<file path="src/rtl/serial_sub_pkg.sv">
// Shared types for the bit-serial subtractor.
// State encoding and bit-counter sizing.
package serial_sub_pkg;

   typedef enum logic [1:0] {
      IDLE  = 2'd0,
      SHIFT = 2'd1,
      DONE  = 2'd2
   } state_e;

   function automatic int cnt_w(input int w);
      return (w <= 2) ? 1 : $clog2(w);
   endfunction

endpackage

</file>
<file path="src/rtl/serial_subtractor_full_sub_bit.sv">
// Combinational 1-bit full subtractor cell.
// diff = a^b^bin, borrow when a < b + bin.
module full_sub_bit (
   input  logic a,
   input  logic b,
   input  logic bin,
   output logic diff,
   output logic barr
);

   assign diff = a ^ b ^ bin;
   assign barr = (~a & b) | (~(a ^ b) & bin);

endmodule

</file>
<file path="src/rtl/serial_subtractor.sv">
// Bit-serial subtractor: diff = a - b - bin, LSB first,
// one full-subtractor cell reused every cycle.
module serial_subtractor
   import serial_sub_pkg::*;
#(
   parameter int WIDTH = 4
) (
   input  logic             clk,
   input  logic             rst_n,
   input  logic             start,
   input  logic [WIDTH-1:0] a,
   input  logic [WIDTH-1:0] b,
   input  logic             bin,
   output logic             busy,
   output logic             done,
   output logic [WIDTH-1:0] diff,
   output logic             barr
);

   localparam int CW = cnt_w(WIDTH);
   localparam logic [CW-1:0] LAST = CW'(WIDTH - 1);

   state_e           state_q;
   logic [WIDTH-1:0] a_sr_q;
   logic [WIDTH-1:0] b_sr_q;
   logic [WIDTH-1:0] diff_sr_q;
   logic [WIDTH-1:0] diff_sr_d;
   logic [WIDTH-1:0] diff_q;
   logic [CW-1:0]    cnt_q;
   logic             borrow_q;
   logic             busy_q;
   logic             done_q;
   logic             barr_q;
   logic             cell_diff;
   logic             cell_barr;

   full_sub_bit u_cell (
      .a    (a_sr_q[0]),
      .b    (b_sr_q[0]),
      .bin  (borrow_q),
      .diff (cell_diff),
      .barr (cell_barr)
   );

   // New bit enters at the MSB so the LSB lands at bit 0 last.
   assign diff_sr_d = {cell_diff, diff_sr_q[WIDTH-1:1]};

   always_ff @(posedge clk) begin
      if (!rst_n) begin
         state_q   <= IDLE;
         a_sr_q    <= '0;
         b_sr_q    <= '0;
         diff_sr_q <= '0;
         diff_q    <= '0;
         cnt_q     <= '0;
         borrow_q  <= 1'b0;
         busy_q    <= 1'b0;
         done_q    <= 1'b0;
         barr_q    <= 1'b0;
      end else begin
         done_q <= 1'b0;
         unique case (state_q)
            IDLE: begin
               if (start) begin
                  a_sr_q   <= a;
                  b_sr_q   <= b;
                  borrow_q <= bin;
                  cnt_q    <= '0;
                  busy_q   <= 1'b1;
                  state_q  <= SHIFT;
               end
            end
            SHIFT: begin
               a_sr_q    <= a_sr_q >> 1;
               b_sr_q    <= b_sr_q >> 1;
               diff_sr_q <= diff_sr_d;
               borrow_q  <= cell_barr;
               cnt_q     <= cnt_q + 1'b1;
               if (cnt_q == LAST) begin
                  state_q <= DONE;
                  busy_q  <= 1'b0;
                  done_q  <= 1'b1;
                  diff_q  <= diff_sr_d;
                  barr_q  <= cell_barr;
               end
            end
            DONE: begin
               state_q <= IDLE;
            end
            default: begin
               state_q <= IDLE;
            end
         endcase
      end
   end

   assign busy = busy_q;
   assign done = done_q;
   assign diff = diff_q;
   assign barr = barr_q;

endmodule

</file>
<file path="config.mk">
export PLATFORM = sky130hd
export DESIGN_NAME = serial_subtractor
export DESIGN_NICKNAME = d
export VERILOG_FILES = /design/src/rtl/serial_sub_pkg.sv /design/src/rtl/serial_subtractor_full_sub_bit.sv /design/src/rtl/serial_subtractor.sv
export SDC_FILE = /design/constraint.sdc
export NUM_CORES = 1
export LEC_CHECK = 0
export ABC_AREA = 1
export BUFFER_PORTS_ARGS = -buffer_cell sky130_fd_sc_hd__buf_2
export CAP_MARGIN = 10
export CORE_MARGIN = 1.5
export CORE_UTILIZATION = 49
export CTS_CLUSTER_SIZE = 10
export DETAILED_ROUTE_END_ITERATION = 7
export GPL_ROUTABILITY_DRIVEN = 0
export PLACE_DENSITY = 0.72
export SETUP_SLACK_MARGIN = 0.1
export SYNTH_ARGS = -nofsm -noshare
export SYNTH_HDL_FRONTEND = slang
export SYNTH_SLANG_ARGS = --single-unit
</file>
<file path="constraint.sdc">
create_clock -name clk -period 2.2 [get_ports clk]
set_input_delay 0.11 -clock clk [delete_from_list [all_inputs] [get_ports clk]]
set_output_delay 0.11 -clock clk [all_outputs]
set_load 0.1 [all_outputs]
</file>
; Word-level counts from Yosys, hierarchy flattened
; Cells that the tools add are included.
[totals]
output_inout_bits = 7
memories = 0
latchBits = 0
mem_bits_ro = 0
mem_bits_rw = 0
in_bits = 12
reg_bits = 24
[op_classes]
order_cmp = 0
multipliers = 0
n_addsub = 1
mux = 15
bitwise_logic = 7
reduce_logical = 7
n_eq_ne = 4
div_mod_pow = 0
n_shift = 0
[op_table]
columns = operator, count
row1 = one-hot mux 4 bit (2 select lines), 2
row2 = two-way mux 4 bit, 2
row3 = one-hot mux 2 bit (2 select lines), 2
row4 = AND reduction 2 bit, 4
row5 = two-way mux 2 bit, 3
row6 = two-way mux 1 bit, 4
row7 = != test 2 bit (second input constant), 2
row8 = one-hot mux 1 bit (2 select lines), 2
row9 = AND reduction 3 bit, 1
row10 = adder 2 x 1 -> 2 bit (second input constant), 1
row11 = bitwise AND 1 bit, 2
row12 = == test 2 x 1 -> 1 bit (second input constant), 1
row13 = == test 2 bit (second input constant), 1
row14 = logical NOT 2 bit, 1
row15 = inverter 1 bit, 2
row16 = nonzero test 2 bit, 1
row17 = XOR 1 bit, 2
row18 = OR 1 bit, 1

; Depth between registers and ports, before layout
[depth]
depth_word = 5
ltp_mapped = 6
mapped_depth_nobuf = 6

; Cells and area by module
; A second synthesis with hierarchy kept.
[hier_totals]
hier_cells = 138
area_unflattened_um2 = 1063.5
[modules_own_cells]
columns = mod, n_inst, cells_per_inst, seq_area_each_um2, area_per_inst_um2
row1 = serial_subtractor, 1, 134, 460.4, 1032.2
row2 = full_sub_bit, 1, 4, 0.0, 31.3

; Worst setup path after synthesis
; Ideal clock, no wire load.
[synth_path]
kind = register -> register
start = reg, netlist name barr
end = reg barr_q, in the netlist barr
t_arrival_ps = 1218
synth_period_minus_slack_ps = 1285
path_slack_ps = 915
setup_time_ps = 67
stages_incl_launch_ff = 3
cell_sequence = dfxtp_1 -> o21ai_0 -> nor2_1
[synth_lines]
columns = item, line_no
row1 = to (signal assigned), serial_subtractor.sv:84  ; barr_q <= cell_barr;
row2 = to (decl), serial_subtractor.sv:33  ; logic barr_q;

; Final worst setup path
[layout_path]
start = reg state_q[0]
end = reg b_sr_q[0]
[layout_via]
elab_chain_len = 3
elab_cells_between_ends = 6
classes_between = eq/ne (2) / mux (1) / reduce/logical (3)
[layout_lines]
columns = item, line_no
row1 = from (decl), serial_subtractor.sv:23  ; state_e state_q;
row2 = from (signal assigned), serial_subtractor.sv:50  ; state_q <= IDLE;
row3 = from (signal assigned), serial_subtractor.sv:70  ; state_q <= SHIFT;
row4 = from (signal assigned), serial_subtractor.sv:80  ; state_q <= DONE;
row5 = == test 2 x 1 -> 1 bit or logical NOT 2 bit (tied branches), serial_subtractor.sv:62  ; unique case (state_q)
row6 = nonzero test 2 bit (no source line) or != test 2 bit (tied branches), -
row7 = AND reduction 2 bit (no source line), -
row8 = to (signal assigned), serial_subtractor.sv:75  ; b_sr_q <= b_sr_q >> 1;
row9 = to (decl), serial_subtractor.sv:25  ; logic [WIDTH-1:0] b_sr_q;
; Parallel ways exist; a longest one is shown, timed or not.
; A chain may end at the register's enable or synchronous reset.

==> impl_metrics.tcl <==
set metrics [dict create \
    status "completed" \
    io_pins 19 \
    clock_sinks 23 \
    rows 16 \
    maxCapViolCount 0 \
    cp.arrival_ps 1560 \
    cts-buffers-inserted 3 \
    clockPowerShare_pct 23.9 \
    grt_pass1_wl_um 3339 \
    r2r_setup_slack_ps 870 \
    setup_viol 0 \
    final_common_cell "dfxtp_1" \
    nets 167 \
    internal_power_w 0.0005541 \
    maxSlewViolCount 0 \
    die_x_um 49.26 \
    yosysWarnings 0 \
    period_needed_ps 1332 \
    htreeDepth 1 \
    min_path_type "in2reg" \
    antenna_found_initial 0 \
    post_cts_buffers 0 \
    fin_skew_ps 1.530 \
    routed_wl_um 1906 \
    start_kind "flop" \
    avgSynthCellArea_um2 7.825 \
    comb_power_share_pct 16.2 \
    design.die.area_mm2 0.002427 \
    final_cell_count_no_fill 178 \
    diodes 0 \
    swShare_pct 28.10 \
    r2r_end "b_sr_q[0]$_SDFFE_PN0P_" \
    start_util_pct 52.90 \
    wl_per_cell_um 10.71 \
    tns_ps 0 \
    first_pass_iters 2 \
    min_to "b_sr_q[3]$_SDFFE_PN0P_" \
    grt_max_degree 25 \
    finalInstanceArea_mm2 0.001155 \
    ctsResizeCount 0 \
    placed_cells 174 \
    switching_power_w 0.0002166 \
    clock-root-buffer "clkbuf_4" \
    hold_viol 0 \
    ys_ff_latch 23 \
    cts_tree "built" \
    vias 883 \
    cts_max_path_buffers 2 \
    synth_top_area_share_pct 43.91 \
    die_height_um 49.26 \
    synthesis.area_mm2 0.001049 \
    ys_seq_area_share_pct 43.91 \
    synth_area_leaders "dfxtp_1, nand3_1, inv_1" \
    grt_use_total_pct 17.52 \
    ys_types 20 \
    synth_largest_area_cell "dfxtp_1" \
    synthToLayoutAreaGrowth_pct 10.14 \
    grt_pass1_vias 804 \
    rr_startpoint "state_q[0]$_SDFFE_PN0P_" \
    hp-start "b[3]" \
    max_freq_mhz 751.0 \
    clkTransAtPathRegs_ps 120 \
    fillers 205 \
    p_leak_nw 0.5366 \
    crit_type "reg2reg" \
    seq_power_share_pct 59.9 \
    drc 0 \
    core_mm2 0.001982 \
    end_kind "flop" \
    total_power_w 0.0007707 \
    place_area_mm2 0.001127 \
    final_layout_size_suffix_gt1_share_pct 20.53 \
    min_period_over_period_pct 60.53 \
    drt-initial-drc-count 7 \
    crit_fanout 24 \
    hpwl_um 1411 \
    power_density_mw_per_mm2 667.4 \
    postRouteAntennaNets 0 \
    relSlewSlack_pct 68.04 \
    routed_via_density 4.961 \
    insertion_delay_ps 300 \
    cts_hold_buf 0 \
    worst_pin_slew_ps 478.8 \
    critical_path_required_ps 2430 \
    io_buffers 18 \
    hold_depth 3 \
    reg2reg_depth 4 \
    syn_nets 149 \
    irDropWorstVdd_uv 403.2 \
    synth_cells 134 \
    grt_overflow 0 \
    layout_common_cells "dfxtp_1, nand3_1, inv_1" \
    rsz0062_at_grt "no" \
]
-- Yosys cell counts (all sizes together) --
library cell,instances
a211oi,1
nor3,2
nand2,17
clkbuf,1
inv,22
a21oi,13
nor2,18
ha,2
nand3,21
o21ai,9
buf,4
dfxtp,23
fa,1
-- cells by family (layout without fill, tap and decap cells) --
kind of cell	count (synthesis)	count (layout)	synth area share, %
AOI/OAI and AO/OA	23	23	11.22
adders and majority gates	3	3	4.296
buffers and inverters	27	44	12.41
DFF	23	23	43.91
and+or+nand+nor	58	58	28.16
-- metal layers --
metal / vias up / GRT usage, % / part of all wire (%)
met4: 0 / 7.619 / 2.3
met1: 397 / 20.95 / 46
met3: 6 / 3.067 / 3.5
li1: 461 / - / -
met2: 19 / 30.41 / 48
met5: - / 0 / 0
-- worst max-delay path by stage --
stage / slack (ps) / from / cells past startpoint / to
finish: 870 / state_q[0]$_SDFFE_PN0P_ / 4 / b_sr_q[0]$_SDFFE_PN0P_
global placement: 910 / state_q[0]$_SDFFE_PN0P_ / 5 / diff[3]$_SDFFE_PN0P_
floorplan: 910 / barr$_SDFFE_PN0P_ / 2 / barr$_SDFFE_PN0P_
detailed placement: 880 / state_q[0]$_SDFFE_PN0P_ / 5 / busy$_SDFFE_PN0P_
global route: 740 / state_q[0]$_SDFFE_PN0P_ / 5 / barr$_SDFFE_PN0P_
CTS: 870 / state_q[0]$_SDFFE_PN0P_ / 5 / barr$_SDFFE_PN0P_
-- area by class of cell --
cell class | instances | area [um^2] | share of cell area, %
clock inverter | 1 | 5.005 | 0.4334
sequential | 23 | 460.4 | 39.87
timing repair buffer | 18 | 90.09 | 7.801
multi-input combinational | 84 | 457.9 | 39.65
tap | 27 | 33.78 | 2.925
clock buffer | 3 | 22.52 | 1.950
inverter | 22 | 85.08 | 7.367
-- power groups by stage --
stage,registers (W),clock network (W),logic (W)
after floorplan,0.000475,0,0.0000970
after global placement,0.000469,0,0.000123
after detailed placement,0.000471,0,0.000125
after CTS,0.000462,0.000194,0.000126
after global routing,0.000465,0.000208,0.000142
final,0.000462,0.000184,0.000125
-- flip-flops by register name, indices dropped and copies added, names as in the netlist, 2 cells and up --
name and count:
a_sr_q 4, diff 4, b_sr_q 4, cnt_q 2, diff_sr_q 3, state_q 2
-- through the flow --
step	worst slack (ps)	utilization, %	hold WS (ps)
4_1_cts	870.6	58.27	29.53
3_5_place_dp	880.8	56.88	365.3
6_report	868.4	58.27	39.96
5_1_grt	738.6	58.27	46.91
3_3_place_gp	912.1	56.88	359.2
2_1_floorplan	914.6	-	245.7
-- critical path: stages, from the launching register on --
cell and delay [ps]:
dfxtp_1 640, nand2_8 190, nand2_2 180, nand3_1 100, a21oi_1 150
Power figures use the tool's default switching activity.
